### src/rtl/eth_phy_10g_rx_lock_ctrl_if.sv
// Bundle between the 10G PCS RX block aligner and its lock supervisor.
// All signals are plain levels sampled on clk. There is no valid/ready handshake:
// every i_* signal is taken as-is on each rising edge, and every o_* signal is a
// registered level that is valid from the edge that produced it.
// o_state is a debug view of the supervisor FSM, using the same encoding as the RTL.
interface eth_phy_10g_rx_lock_ctrl_if #(
   parameter int HDR_WIDTH = 2
);
   logic                 i_rx_block_lock;
   logic [HDR_WIDTH-1:0] i_serdes_rx_hdr;
   logic                 i_err_cnt_clr;
   logic                 o_aligner_rst;
   logic                 o_rx_high_ber;
   logic                 o_rx_status;
   logic [7:0]           o_relock_count;
   logic [15:0]          o_err_count;
   logic [1:0]           o_state;

   // aligner / PCS side: drives lock, header and clear; observes status
   modport master (
      output i_rx_block_lock, i_serdes_rx_hdr, i_err_cnt_clr,
      input  o_aligner_rst, o_rx_high_ber, o_rx_status, o_relock_count, o_err_count, o_state
   );

   // supervisor side
   modport slave (
      input  i_rx_block_lock, i_serdes_rx_hdr, i_err_cnt_clr,
      output o_aligner_rst, o_rx_high_ber, o_rx_status, o_relock_count, o_err_count, o_state
   );
endinterface

### src/rtl/eth_phy_10g_rx_lock_ctrl.sv
// 10G PCS RX block-aligner supervisor: sequences the aligner reset, retries
// failed lock attempts after a timeout, and runs the sync-header BER monitor
// that produces rx_high_ber / rx_status.
// Optional feature macro: RX_ERR_CNT_EN (saturating invalid-header counter on
// o_err_count; when undefined o_err_count is constant zero).
module eth_phy_10g_rx_lock_ctrl #(
   parameter int HDR_WIDTH           = 2,
   parameter int BER_WINDOW_CYCLES   = 19531,
   parameter int BER_THRESHOLD       = 16,
   parameter int LOCK_TIMEOUT_CYCLES = 65536,
   parameter int RST_HOLD_CYCLES     = 8,
   parameter int HIBER_RESET_WINDOWS = 8
) (
   input  logic                          clk,
   input  logic                          i_rst,
   eth_phy_10g_rx_lock_ctrl_if.slave     bus
);
   localparam logic [1:0] ST_RESET  = 2'd0;
   localparam logic [1:0] ST_WAIT   = 2'd1;
   localparam logic [1:0] ST_LOCKED = 2'd2;

   localparam int HOLD_W = (RST_HOLD_CYCLES > 1)     ? $clog2(RST_HOLD_CYCLES)     : 1;
   localparam int TO_W   = (LOCK_TIMEOUT_CYCLES > 1) ? $clog2(LOCK_TIMEOUT_CYCLES) : 1;
   localparam int WIN_W  = (BER_WINDOW_CYCLES > 1)   ? $clog2(BER_WINDOW_CYCLES)   : 1;
   localparam int HW_W   = (HIBER_RESET_WINDOWS > 1) ? $clog2(HIBER_RESET_WINDOWS) : 1;
   // ber_cnt has to hold the threshold value itself, since it saturates there
   localparam int BER_W  = $clog2(BER_THRESHOLD + 1);

   localparam logic [HOLD_W-1:0] HOLD_LAST = HOLD_W'(RST_HOLD_CYCLES - 1);
   localparam logic [TO_W-1:0]   TO_LAST   = TO_W'(LOCK_TIMEOUT_CYCLES - 1);
   localparam logic [WIN_W-1:0]  WIN_LAST  = WIN_W'(BER_WINDOW_CYCLES - 1);
   localparam logic [HW_W-1:0]   HW_LAST   = HW_W'(HIBER_RESET_WINDOWS - 1);
   localparam logic [BER_W-1:0]  BER_MAX   = BER_W'(BER_THRESHOLD);

   logic [1:0]        r_state, w_state_nxt;
   logic [HOLD_W-1:0] r_hold_cnt, w_hold_nxt;
   logic [TO_W-1:0]   r_to_cnt, w_to_nxt;
   logic [WIN_W-1:0]  r_win_cnt, w_win_nxt;
   logic [BER_W-1:0]  r_ber_cnt, w_ber_nxt, w_ber_sum;
   logic [HW_W-1:0]   r_hiwin_cnt, w_hiwin_nxt;
   logic              r_hi_ber, w_hi_ber_nxt;
   logic              r_aligner_rst, r_rx_status;
   logic [7:0]        r_relock_cnt;
   logic              w_relock_inc;
   logic              w_invalid;

   // a header only counts while locked and the aligner still claims lock
   assign w_invalid = (r_state == ST_LOCKED) && bus.i_rx_block_lock &&
                      ((bus.i_serdes_rx_hdr == '0) || (bus.i_serdes_rx_hdr == '1));
   assign w_ber_sum = (r_ber_cnt == BER_MAX) ? r_ber_cnt : r_ber_cnt + BER_W'(w_invalid);

   // next-state and counter update; counters not owned by a state fall back to zero
   always_comb begin
      w_state_nxt  = r_state;
      w_hold_nxt   = '0;
      w_to_nxt     = '0;
      w_win_nxt    = '0;
      w_ber_nxt    = '0;
      w_hiwin_nxt  = '0;
      w_hi_ber_nxt = 1'b0;
      w_relock_inc = 1'b0;
      case (r_state)
         ST_RESET: begin
            if (r_hold_cnt == HOLD_LAST) w_state_nxt = ST_WAIT;
            else                         w_hold_nxt  = r_hold_cnt + 1'b1;
         end
         ST_WAIT: begin
            if (bus.i_rx_block_lock) begin
               w_state_nxt = ST_LOCKED;
            end else if (r_to_cnt == TO_LAST) begin
               w_state_nxt  = ST_RESET;
               w_relock_inc = 1'b1;
            end else begin
               w_to_nxt = r_to_cnt + 1'b1;
            end
         end
         ST_LOCKED: begin
            if (!bus.i_rx_block_lock) begin
               // aligner re-slips on its own; just go back to waiting with BER state cleared
               w_state_nxt = ST_WAIT;
            end else begin
               w_hi_ber_nxt = r_hi_ber || (w_ber_sum == BER_MAX);
               if (r_win_cnt == WIN_LAST) begin
                  if (w_ber_sum != BER_MAX) begin
                     w_hi_ber_nxt = 1'b0;
                  end else if (r_hiwin_cnt == HW_LAST) begin
                     w_state_nxt  = ST_RESET;
                     w_relock_inc = 1'b1;
                     w_hi_ber_nxt = 1'b0;
                  end else begin
                     w_hiwin_nxt = r_hiwin_cnt + 1'b1;
                  end
               end else begin
                  w_win_nxt   = r_win_cnt + 1'b1;
                  w_ber_nxt   = w_ber_sum;
                  w_hiwin_nxt = r_hiwin_cnt;
               end
            end
         end
         default: w_state_nxt = ST_RESET;
      endcase
   end

   // state, counters and registered outputs; i_rst overrides everything
   always_ff @(posedge clk) begin
      if (i_rst) begin
         r_state       <= ST_RESET;
         r_hold_cnt    <= '0;
         r_to_cnt      <= '0;
         r_win_cnt     <= '0;
         r_ber_cnt     <= '0;
         r_hiwin_cnt   <= '0;
         r_hi_ber      <= 1'b0;
         r_aligner_rst <= 1'b1;
         r_rx_status   <= 1'b0;
         r_relock_cnt  <= '0;
      end else begin
         r_state       <= w_state_nxt;
         r_hold_cnt    <= w_hold_nxt;
         r_to_cnt      <= w_to_nxt;
         r_win_cnt     <= w_win_nxt;
         r_ber_cnt     <= w_ber_nxt;
         r_hiwin_cnt   <= w_hiwin_nxt;
         r_hi_ber      <= w_hi_ber_nxt;
         r_aligner_rst <= (w_state_nxt == ST_RESET);
         r_rx_status   <= (w_state_nxt == ST_LOCKED) && !w_hi_ber_nxt;
         if (w_relock_inc && (r_relock_cnt != 8'hFF)) r_relock_cnt <= r_relock_cnt + 1'b1;
      end
   end

   assign bus.o_aligner_rst  = r_aligner_rst;
   assign bus.o_rx_high_ber  = r_hi_ber;
   assign bus.o_rx_status    = r_rx_status;
   assign bus.o_relock_count = r_relock_cnt;
   assign bus.o_state        = r_state;

`ifdef RX_ERR_CNT_EN
   logic [15:0] r_err_cnt;

   // saturating invalid-header count; a clear beats a same-cycle increment
   always_ff @(posedge clk) begin
      if (i_rst || bus.i_err_cnt_clr)           r_err_cnt <= '0;
      else if (w_invalid && r_err_cnt != 16'hFFFF) r_err_cnt <= r_err_cnt + 1'b1;
   end

   assign bus.o_err_count = r_err_cnt;
`else
   logic w_unused_clr;
   assign w_unused_clr    = bus.i_err_cnt_clr;
   assign bus.o_err_count = 16'd0;
`endif
endmodule

### src/flat_wrapper.sv
// flat-port wrapper written by rule: the top's interface ports become plain ports
module eth_phy_10g_rx_lock_ctrl_flat 
#(
   parameter int HDR_WIDTH           = 2,
   parameter int BER_WINDOW_CYCLES   = 19531,
   parameter int BER_THRESHOLD       = 16,
   parameter int LOCK_TIMEOUT_CYCLES = 65536,
   parameter int RST_HOLD_CYCLES     = 8,
   parameter int HIBER_RESET_WINDOWS = 8
)
  (clk, i_rst, bus_i_rx_block_lock, bus_i_serdes_rx_hdr, bus_i_err_cnt_clr, bus_o_aligner_rst, bus_o_rx_high_ber, bus_o_rx_status, bus_o_relock_count, bus_o_err_count, bus_o_state);
  eth_phy_10g_rx_lock_ctrl_if #(.HDR_WIDTH(HDR_WIDTH)) bus_i ();
  input  logic clk;
  input  logic i_rst;
  input wire logic [$bits(bus_i.i_rx_block_lock)-1:0] bus_i_rx_block_lock;
  input wire logic [$bits(bus_i.i_serdes_rx_hdr)-1:0] bus_i_serdes_rx_hdr;
  input wire logic [$bits(bus_i.i_err_cnt_clr)-1:0] bus_i_err_cnt_clr;
  output wire logic [$bits(bus_i.o_aligner_rst)-1:0] bus_o_aligner_rst;
  output wire logic [$bits(bus_i.o_rx_high_ber)-1:0] bus_o_rx_high_ber;
  output wire logic [$bits(bus_i.o_rx_status)-1:0] bus_o_rx_status;
  output wire logic [$bits(bus_i.o_relock_count)-1:0] bus_o_relock_count;
  output wire logic [$bits(bus_i.o_err_count)-1:0] bus_o_err_count;
  output wire logic [$bits(bus_i.o_state)-1:0] bus_o_state;
  assign bus_i.i_rx_block_lock = bus_i_rx_block_lock;
  assign bus_i.i_serdes_rx_hdr = bus_i_serdes_rx_hdr;
  assign bus_i.i_err_cnt_clr = bus_i_err_cnt_clr;
  assign bus_o_aligner_rst = bus_i.o_aligner_rst;
  assign bus_o_rx_high_ber = bus_i.o_rx_high_ber;
  assign bus_o_rx_status = bus_i.o_rx_status;
  assign bus_o_relock_count = bus_i.o_relock_count;
  assign bus_o_err_count = bus_i.o_err_count;
  assign bus_o_state = bus_i.o_state;
  eth_phy_10g_rx_lock_ctrl #(.HDR_WIDTH(HDR_WIDTH), .BER_WINDOW_CYCLES(BER_WINDOW_CYCLES), .BER_THRESHOLD(BER_THRESHOLD), .LOCK_TIMEOUT_CYCLES(LOCK_TIMEOUT_CYCLES), .RST_HOLD_CYCLES(RST_HOLD_CYCLES), .HIBER_RESET_WINDOWS(HIBER_RESET_WINDOWS)) u_core (.clk(clk), .i_rst(i_rst), .bus(bus_i));
endmodule
### config.mk
export PLATFORM = sky130hd
export DESIGN_NAME = eth_phy_10g_rx_lock_ctrl_flat
export DESIGN_NICKNAME = d
export VERILOG_FILES = /design/src/rtl/eth_phy_10g_rx_lock_ctrl_if.sv /design/src/rtl/eth_phy_10g_rx_lock_ctrl.sv /design/src/flat_wrapper.sv
export SDC_FILE = /design/constraint.sdc
export NUM_CORES = 1
export LEC_CHECK = 0
export ABC_AREA = 1
export CAP_MARGIN = 0
export CELL_PAD_IN_SITES_DETAIL_PLACEMENT = 2
export CELL_PAD_IN_SITES_GLOBAL_PLACEMENT = 2
export CORE_AREA = 2 2 106 108
export CTS_BUF_LIST = sky130_fd_sc_hd__clkbuf_2
export DETAILED_ROUTE_END_ITERATION = 8
export DIE_AREA = 0 0 108 110
export PLACE_DENSITY = 0.72
export SLEW_MARGIN = 20
export SYNTH_ARGS = -nofsm -noshare
export SYNTH_HDL_FRONTEND = slang
export SYNTH_SLANG_ARGS = --single-unit
export TNS_END_PERCENT = 5
### constraint.sdc
create_clock -name clk -period 3.9 [get_ports clk]
set_input_delay 0.78 -clock clk [delete_from_list [all_inputs] [get_ports clk]]
set_output_delay 0.78 -clock clk [all_outputs]
set_load 0.02 [all_outputs]
== Word-level counts from Yosys, hierarchy flattened ==
Index checks and enable logic that the tools add are counted.
Word-level totals
  register bits after elaboration: 55
  latch bits: 0
  memory bits (writable): 0
  ROM bits: 0
  input bits: 6
  output and inout port bits: 29
  word-level logic and storage cells: 69
  memories kept: 0
Operators by class
  add/sub/neg operators: 6
  $mul: 0
  divide/modulo/power cells: 0
  $lt $le $gt $ge: 0
  eq/ne operators: 12
  shifts and indexed selects: 0
  mux-type cells: 23
  bitwise gates (word level): 4
  reduce and logical (&&, ||, !) cells: 14
Operators by type and width (count)
  adder 16 x 1 -> 16 bit (second input constant): 1
  equality test 16 bit (second input constant): 1
  adder 15 x 1 -> 15 bit (second input constant): 1
  equality test 15 bit (second input constant): 1
  two-way mux 2 bit: 7
  two-way mux 1 bit: 11
  equality test 5 bit (second input constant): 2
  adder 8 x 1 -> 8 bit (second input constant): 1
  inequality test 8 bit (second input constant): 1
  OR reduction 4 bit: 2
  adder 3 x 1 -> 3 bit (second input constant): 2
  equality test 2 bit (second input constant): 3
  equality test 3 bit (second input constant): 2
  zero test 2 bit: 3
  two-way mux 3 bit: 2
  one-hot mux 2 bit (3 select lines): 1
  OR reduction 3 bit: 2
  adder 5 x 1 -> 5 bit: 1
  two-way mux 5 bit: 1
  inequality test 5 bit (second input constant): 1
  logical AND 1 bit: 4
  NOT 1 bit: 4
  equality test 2 x 1 -> 1 bit (second input constant): 1
  logical OR 1 bit: 2
  2 further kinds: 2

== Logic depth before layout (Yosys ltp) ==
  word-level depth: 14
  mapped depth: 20
  gate-level depth less buffers: 20

== Worst setup path before layout ==
No wires, ideal clock.
  path kind: input to register
  start: input port bus_i_serdes_rx_hdr[1]
  end: register u_core.r_relock_cnt[6], in the netlist u_core.bus.o_relock_count[6]
  library setup time: 0.123 ns
  arrival: 2.361 ns
  required time: 3.777 ns
  slack: 1.416 ns
  stages on the path: 15
  buffers on the path: 0
  path through: xor2_1 > nor2_1 > ha_1 > ha_1 > nand3_1 > xor2_1 > nand2_2 > nor2_4 > nand3_2 > nand2_4 > nand2_4 > clkinv_2 > nand3_1 > nand2_1 > nor2_1
Between the ends
  cells in the longest elaborated chain, start to end: 11
  elaborated cells between the ends (all ways): 12
  classes of those cells: add/sub (1); eq/ne (2); mux (5); reduce/logical (4)
RTL lines
  from (decl): RTL line flat_wrapper.sv:16  | input wire logic [$bits(bus_i.i_serdes_rx_hdr)-1:0] bus_i_serdes_rx_hdr;
  equality test 2 bit or zero test 2 bit (tied branches): RTL line eth_phy_10g_rx_lock_ctrl.sv:49  | ((bus.i_serdes_rx_hdr == '0) || (bus.i_serdes_rx_hdr == '1));
  logical OR 1 bit (*): RTL line eth_phy_10g_rx_lock_ctrl.sv:49
  logical AND 1 bit (*): RTL line eth_phy_10g_rx_lock_ctrl.sv:48  | assign w_invalid = (r_state == ST_LOCKED) && bus.i_rx_block_lock &&
  adder 5 x 1 -> 5 bit (*): RTL line eth_phy_10g_rx_lock_ctrl.sv:50  | assign w_ber_sum = (r_ber_cnt == BER_MAX) ? r_ber_cnt : r_ber_cnt + BER_W'(w_invalid);
  two-way mux 5 bit (*): RTL line eth_phy_10g_rx_lock_ctrl.sv:50
  inequality test 5 bit (*): RTL line eth_phy_10g_rx_lock_ctrl.sv:84  | if (w_ber_sum != BER_MAX) begin
  two-way mux 1 bit (*): RTL line eth_phy_10g_rx_lock_ctrl.sv:84
  two-way mux 1 bit (*): RTL line eth_phy_10g_rx_lock_ctrl.sv:83  | if (r_win_cnt == WIN_LAST) begin
  two-way mux 1 bit (*): RTL line eth_phy_10g_rx_lock_ctrl.sv:78  | if (!bus.i_rx_block_lock) begin
  one-hot mux 1 bit (2 select lines) (*): RTL line eth_phy_10g_rx_lock_ctrl.sv:62  | case (r_state)
  logical AND 1 bit (*): RTL line eth_phy_10g_rx_lock_ctrl.sv:127  | if (w_relock_inc && (r_relock_cnt != 8'hFF)) r_relock_cnt <= r_relock_cnt + 1'b1;
  to (signal assigned): RTL line eth_phy_10g_rx_lock_ctrl.sv:127
  to (decl): RTL line eth_phy_10g_rx_lock_ctrl.sv:43  | logic [7:0] r_relock_cnt;
Mark *: on every way between the ends. The rest lies on a longest branch, timed or not.
A chain may end at the register's enable or synchronous reset.

== Worst setup path in the final report ==
  start: input port bus_i_rx_block_lock
  end: register u_core.r_relock_cnt[5], in the netlist u_core.bus.o_relock_count[5]
Between the ends
  cells in the longest elaborated chain, start to end: 10
  elaborated cells between the ends (all ways): 11
  classes of those cells: add/sub (1); eq/ne (1); mux (6); reduce/logical (3)
RTL lines
  from (decl): RTL line flat_wrapper.sv:15  | input wire logic [$bits(bus_i.i_rx_block_lock)-1:0] bus_i_rx_block_lock;
  logical AND 1 bit (2 in a row): RTL line eth_phy_10g_rx_lock_ctrl.sv:48
  adder 5 x 1 -> 5 bit: RTL line eth_phy_10g_rx_lock_ctrl.sv:50
  two-way mux 5 bit: RTL line eth_phy_10g_rx_lock_ctrl.sv:50
  inequality test 5 bit: RTL line eth_phy_10g_rx_lock_ctrl.sv:84
  two-way mux 1 bit: RTL line eth_phy_10g_rx_lock_ctrl.sv:84
  two-way mux 1 bit: RTL line eth_phy_10g_rx_lock_ctrl.sv:83
  two-way mux 1 bit: RTL line eth_phy_10g_rx_lock_ctrl.sv:78
  one-hot mux 1 bit (2 select lines) (*): RTL line eth_phy_10g_rx_lock_ctrl.sv:62
  logical AND 1 bit (*): RTL line eth_phy_10g_rx_lock_ctrl.sv:127
Marks and branches as above.

==> results by stage <==
Global route:
- The overall track demand over capacity in global routing is 0.1208.
- The via count of the first global-routing pass was 2549.
- After global routing the overflow that remains totals 0.
- The first global-routing pass estimated 11.54 mm of wire.
- The number of antenna violations at the first check in global routing is 0.
- The largest net degree at the start of global routing is 18.

Layout:
- The area added between synthesis and finish is 11.70%.
- Measured on the finished design, the core utilization comes to 0.2971.
- The final-layout fill cell count is 1271.
- The share of layout cells above drive strength 1 is 0.1053.
- The antenna diode instance count is 0.
- The post-route cell area is 3178 µm².
- The net total in the final layout is 418.

Placed design:
- The congestion estimate from routability-driven global placement came to 0.7093.
- The count of buffers added on input and output ports is 17.
- The setup slack at placement is 0.5080 ns.
- After legalization and detailed placement, the total HPWL measured 5.225 mm.
- The instance area after placement is 3109 µm².

Timing:
- Setup violations remaining at the end of the flow were counted as 0.
- The final hold violation count came to 0.
- The count of final max-slew check failures was 0.
- The worst setup skew after layout is 0.03850 ns.
- In the post-route analysis, the smallest setup slack over all paths is 1.082 ns.
- The slew of the pin with the lowest slew margin is 0.6467 ns.
- The total negative slack is 0 ns.
- Setup repair after global routing left no endpoint under its margin.
- The clock period could shrink to 2.818 ns.
- Hold is met by 0.4418 ns.
- The final critical-path share of the clock period is 0.7226.
- Measured against its own limit, the worst slew margin works out to 0.5678.
- Static timing analysis puts the maximum clock frequency at 354.8 MHz.

Clock network:
- After clock tree synthesis, the clock-pin slew on the worst setup and hold paths is 0.29 ns.
- The maximum count of clock buffers along a single path is 2.
- Counting every sink on the clock net gives 55.
- The CTS tree is yes.
- The deepest level of the CTS H-tree is 2.
- The number of clock buffers added by TritonCTS is 5.
- Buffers inserted to repair hold after CTS numbered 0.
- The cell at the root of the clock tree is sky130_fd_sc_hd__clkbuf_2.
- The number of post-CTS setup repair buffers is 0.
- Post-CTS repair changed the size of 0 cells.
- The clock reaches the later pin of the worst-skew pair after 0.49 ns.

Synthesis:
- The mapped netlist covers 2845 µm².
- Sorting the synthesized cells by area gives the leading types as sky130_fd_sc_hd__dfxtp_1 (39%), sky130_fd_sc_hd__nand2_1 (7.7%), sky130_fd_sc_hd__nor2_1 (7.3%).
- After synthesis the netlist holds a flip-flop and latch count of 55.
- The most frequent cell after synthesis is sky130_fd_sc_hd__nand2_1.
- In the synthesized netlist the dominant register cell turns out to be sky130_fd_sc_hd__dfxtp_1.
- The number of synthesized flops with an enable pin is 0.
- The average size of a mapped cell is 7.507 µm².
- After synthesis, the most frequently instantiated cells are sky130_fd_sc_hd__nand2_1 (58), sky130_fd_sc_hd__dfxtp_1 (55), sky130_fd_sc_hd__nor2_1 (55).
- The sequential element share of the synthesized area is 0.3870.
- The post-synthesis async set-or-reset flop share is 0.
- The unique cell type count in the Yosys netlist is 37.
- The number of cells produced by synthesis is 379.
- The largest total area in the synthesized netlist belongs to sky130_fd_sc_hd__dfxtp_1.
- The total number of yosys warnings is 0.
- The area share of the leading cell type in the synthesized netlist is 0.3870.

Power and ir drop:
- The static leakage is 1.286 nW.
- The design internal power is 687.6 µW.
- The portion of total power attributed to the clock network is 0.334.
- The worst-case IR drop observed on VDD is 0.1315 mV.
- The switching component of the power is 224.1 µW.
- The part of the power in combinational logic is 0.040.
- The share of total power in sequential cells is 0.626.
- For this design the ratio of total power to cell area is 286.9 nW/µm².
- Of the total power, the share spent switching nets is 0.2458.

Die:
- The floorplan has 38 rows.
- The die covers 11880 µm².
- The core region is 10700 µm².
- The count of boundary I/O pins is 35.
- The die is 110 µm tall.
- The horizontal die dimension is 108 µm.
- The initial utilization of the core area, before any placement, comes to 0.2660.

Route:
- The post-route antenna net violation count is 0.
- The total DRC errors in the routed layout is 0.
- In the routed layout, each cell is associated on average with a via count of 4.408.
- In this run, the number of DRC markers left after iteration 0 of detailed routing was 41.
- The first detailed-routing pass took 4 iterations.
- Detailed routing inserted a total of 2376 vias.
- In the final routed layout, each cell accounts on average for 12.24 µm.
- The routed design has 6.600 mm of wire.

Worst hold path:
- The start point of the worst hold path is u_core.r_hold_cnt[0].
- The number of cells traversed by the worst hold path is 1.
- The class of the tightest hold or removal check is reg2reg.

Status:
- The run finished with clean final reports.

Setup path:
- The arrival time of the worst setup path is 3.26 ns.
- The startpoint type of the worst setup path is a primary input.
- The startpoint identified for the worst register-to-register timing path is u_core.bus.o_state[0].
- The highest net fanout along the worst path is 7.
- The type of element capturing the critical path is a register.
- The logic depth of the worst register-to-register path is 18.
- The launching element of the worst setup path is bus_i_rx_block_lock.
- The critical path is of the in2reg type.
- The data required time of the worst path is 4.34 ns.

Run:
- The tool flagged a number of max-cap violations equal to 0.
[per-layer routing]
metal / track usage / routed length [µm]
met1: 0.1379 / 2952
met2: 0.2260 / 3413
met3: 0.02410 / 175
met4: 0.03846 / 59
met5: 0 / 0
[final timing paths]
| kind | to | slack, ns |
|---|---|---|
| worst max-delay path | u_core.bus.o_relock_count[5] | 1.08 |
| worst min-delay path | u_core.r_hold_cnt[0] | 0.44 |
| worst max register to register | u_core.bus.o_relock_count[5] | 1.19 |
| worst min register to register | u_core.r_hold_cnt[0] | 0.44 |
[placed cells by master (no fill, tap or decap), types with 14 or more instances in the layout]
master | netlist | final
sky130_fd_sc_hd__a21oi_1 | 15 | 15
sky130_fd_sc_hd__ha_1 | 14 | 14
sky130_fd_sc_hd__nor2_1 | 55 | 55
sky130_fd_sc_hd__clkdlybuf4s50_1 | 0 | 17
sky130_fd_sc_hd__conb_1 | 1 | 16
sky130_fd_sc_hd__dfxtp_1 | 55 | 55
sky130_fd_sc_hd__nand2_1 | 58 | 58
sky130_fd_sc_hd__inv_1 | 50 | 50
sky130_fd_sc_hd__nand3_1 | 22 | 22
sky130_fd_sc_hd__nor3_1 | 14 | 14
[state kept, by name (all words and copies together), names as in the netlist]
signal and cells:
u_core.bus.o_state 2, u_core.r_win_cnt 15, u_core.bus.o_rx_status 1, u_core.bus.o_relock_count 8, u_core.r_hold_cnt 3, u_core.bus.o_rx_high_ber 1, u_core.r_hiwin_cnt 3, u_core.bus.o_aligner_rst 1
u_core.r_to_cnt 16, u_core.r_ber_cnt 5
[per-stage QoR]
step	instances	power, mW
final	539	0.9117
after global routing	539	0.9564
after detailed placement	531	0.6171
after CTS	539	0.9368
after floorplan	394	0.6190
after global placement	531	0.6154
[cell families after synthesis]
family / after synthesis / share of synthesized area
buffers and inverters: 79 / 0.1267
and+or+nand+nor: 186 / 0.3245
xor gates and xnor gates: 11 / 0.03386
other: 1 / 0.001318
DFF: 55 / 0.3870
AOI/OAI and AO/OA: 33 / 0.06508
adders and majority gates: 14 / 0.06157
[power by group through the flow]
stage	registers, mW	logic (mW)	clock network (mW)
floorplan	0.580	0.0386	0
global placement	0.580	0.0353	0
detailed placement	0.580	0.0367	0
CTS	0.571	0.0369	0.328
global route	0.573	0.0417	0.342
finish	0.571	0.0366	0.304
[worst max-delay path, stage by stage]
cell,delay [ns]
sky130_fd_sc_hd__clkdlybuf4s50_1,0.55
sky130_fd_sc_hd__nand2_1,0.12
sky130_fd_sc_hd__nor2_1,0.13
sky130_fd_sc_hd__ha_1,0.22
sky130_fd_sc_hd__ha_1,0.21
sky130_fd_sc_hd__nand3_1,0.10
sky130_fd_sc_hd__xor2_1,0.22
sky130_fd_sc_hd__nand2_2,0.10
sky130_fd_sc_hd__nor2_4,0.16
sky130_fd_sc_hd__nand3_2,0.12
sky130_fd_sc_hd__nand2_4,0.10
sky130_fd_sc_hd__nand2_4,0.08
sky130_fd_sc_hd__clkinv_2,0.12
sky130_fd_sc_hd__nand2_1,0.06
sky130_fd_sc_hd__nand2_1,0.07
sky130_fd_sc_hd__nand2_1,0.04
sky130_fd_sc_hd__nor2_1,0.08
[final cells by class]
cell class,instances,area [µm²],share of cell area
Inverter,59,222.7,0.07008
Timing Repair Buffer,17,170.2,0.05354
Sequential cell,55,1101,0.3465
Clock inverter,3,43.79,0.01378
Multi-Input combinational cell,260,1440,0.4531
Clock buffer,5,25.02,0.007874
Tap cell,140,175.2,0.05512
No activity file was read; power rests on OpenSTA's default activity.
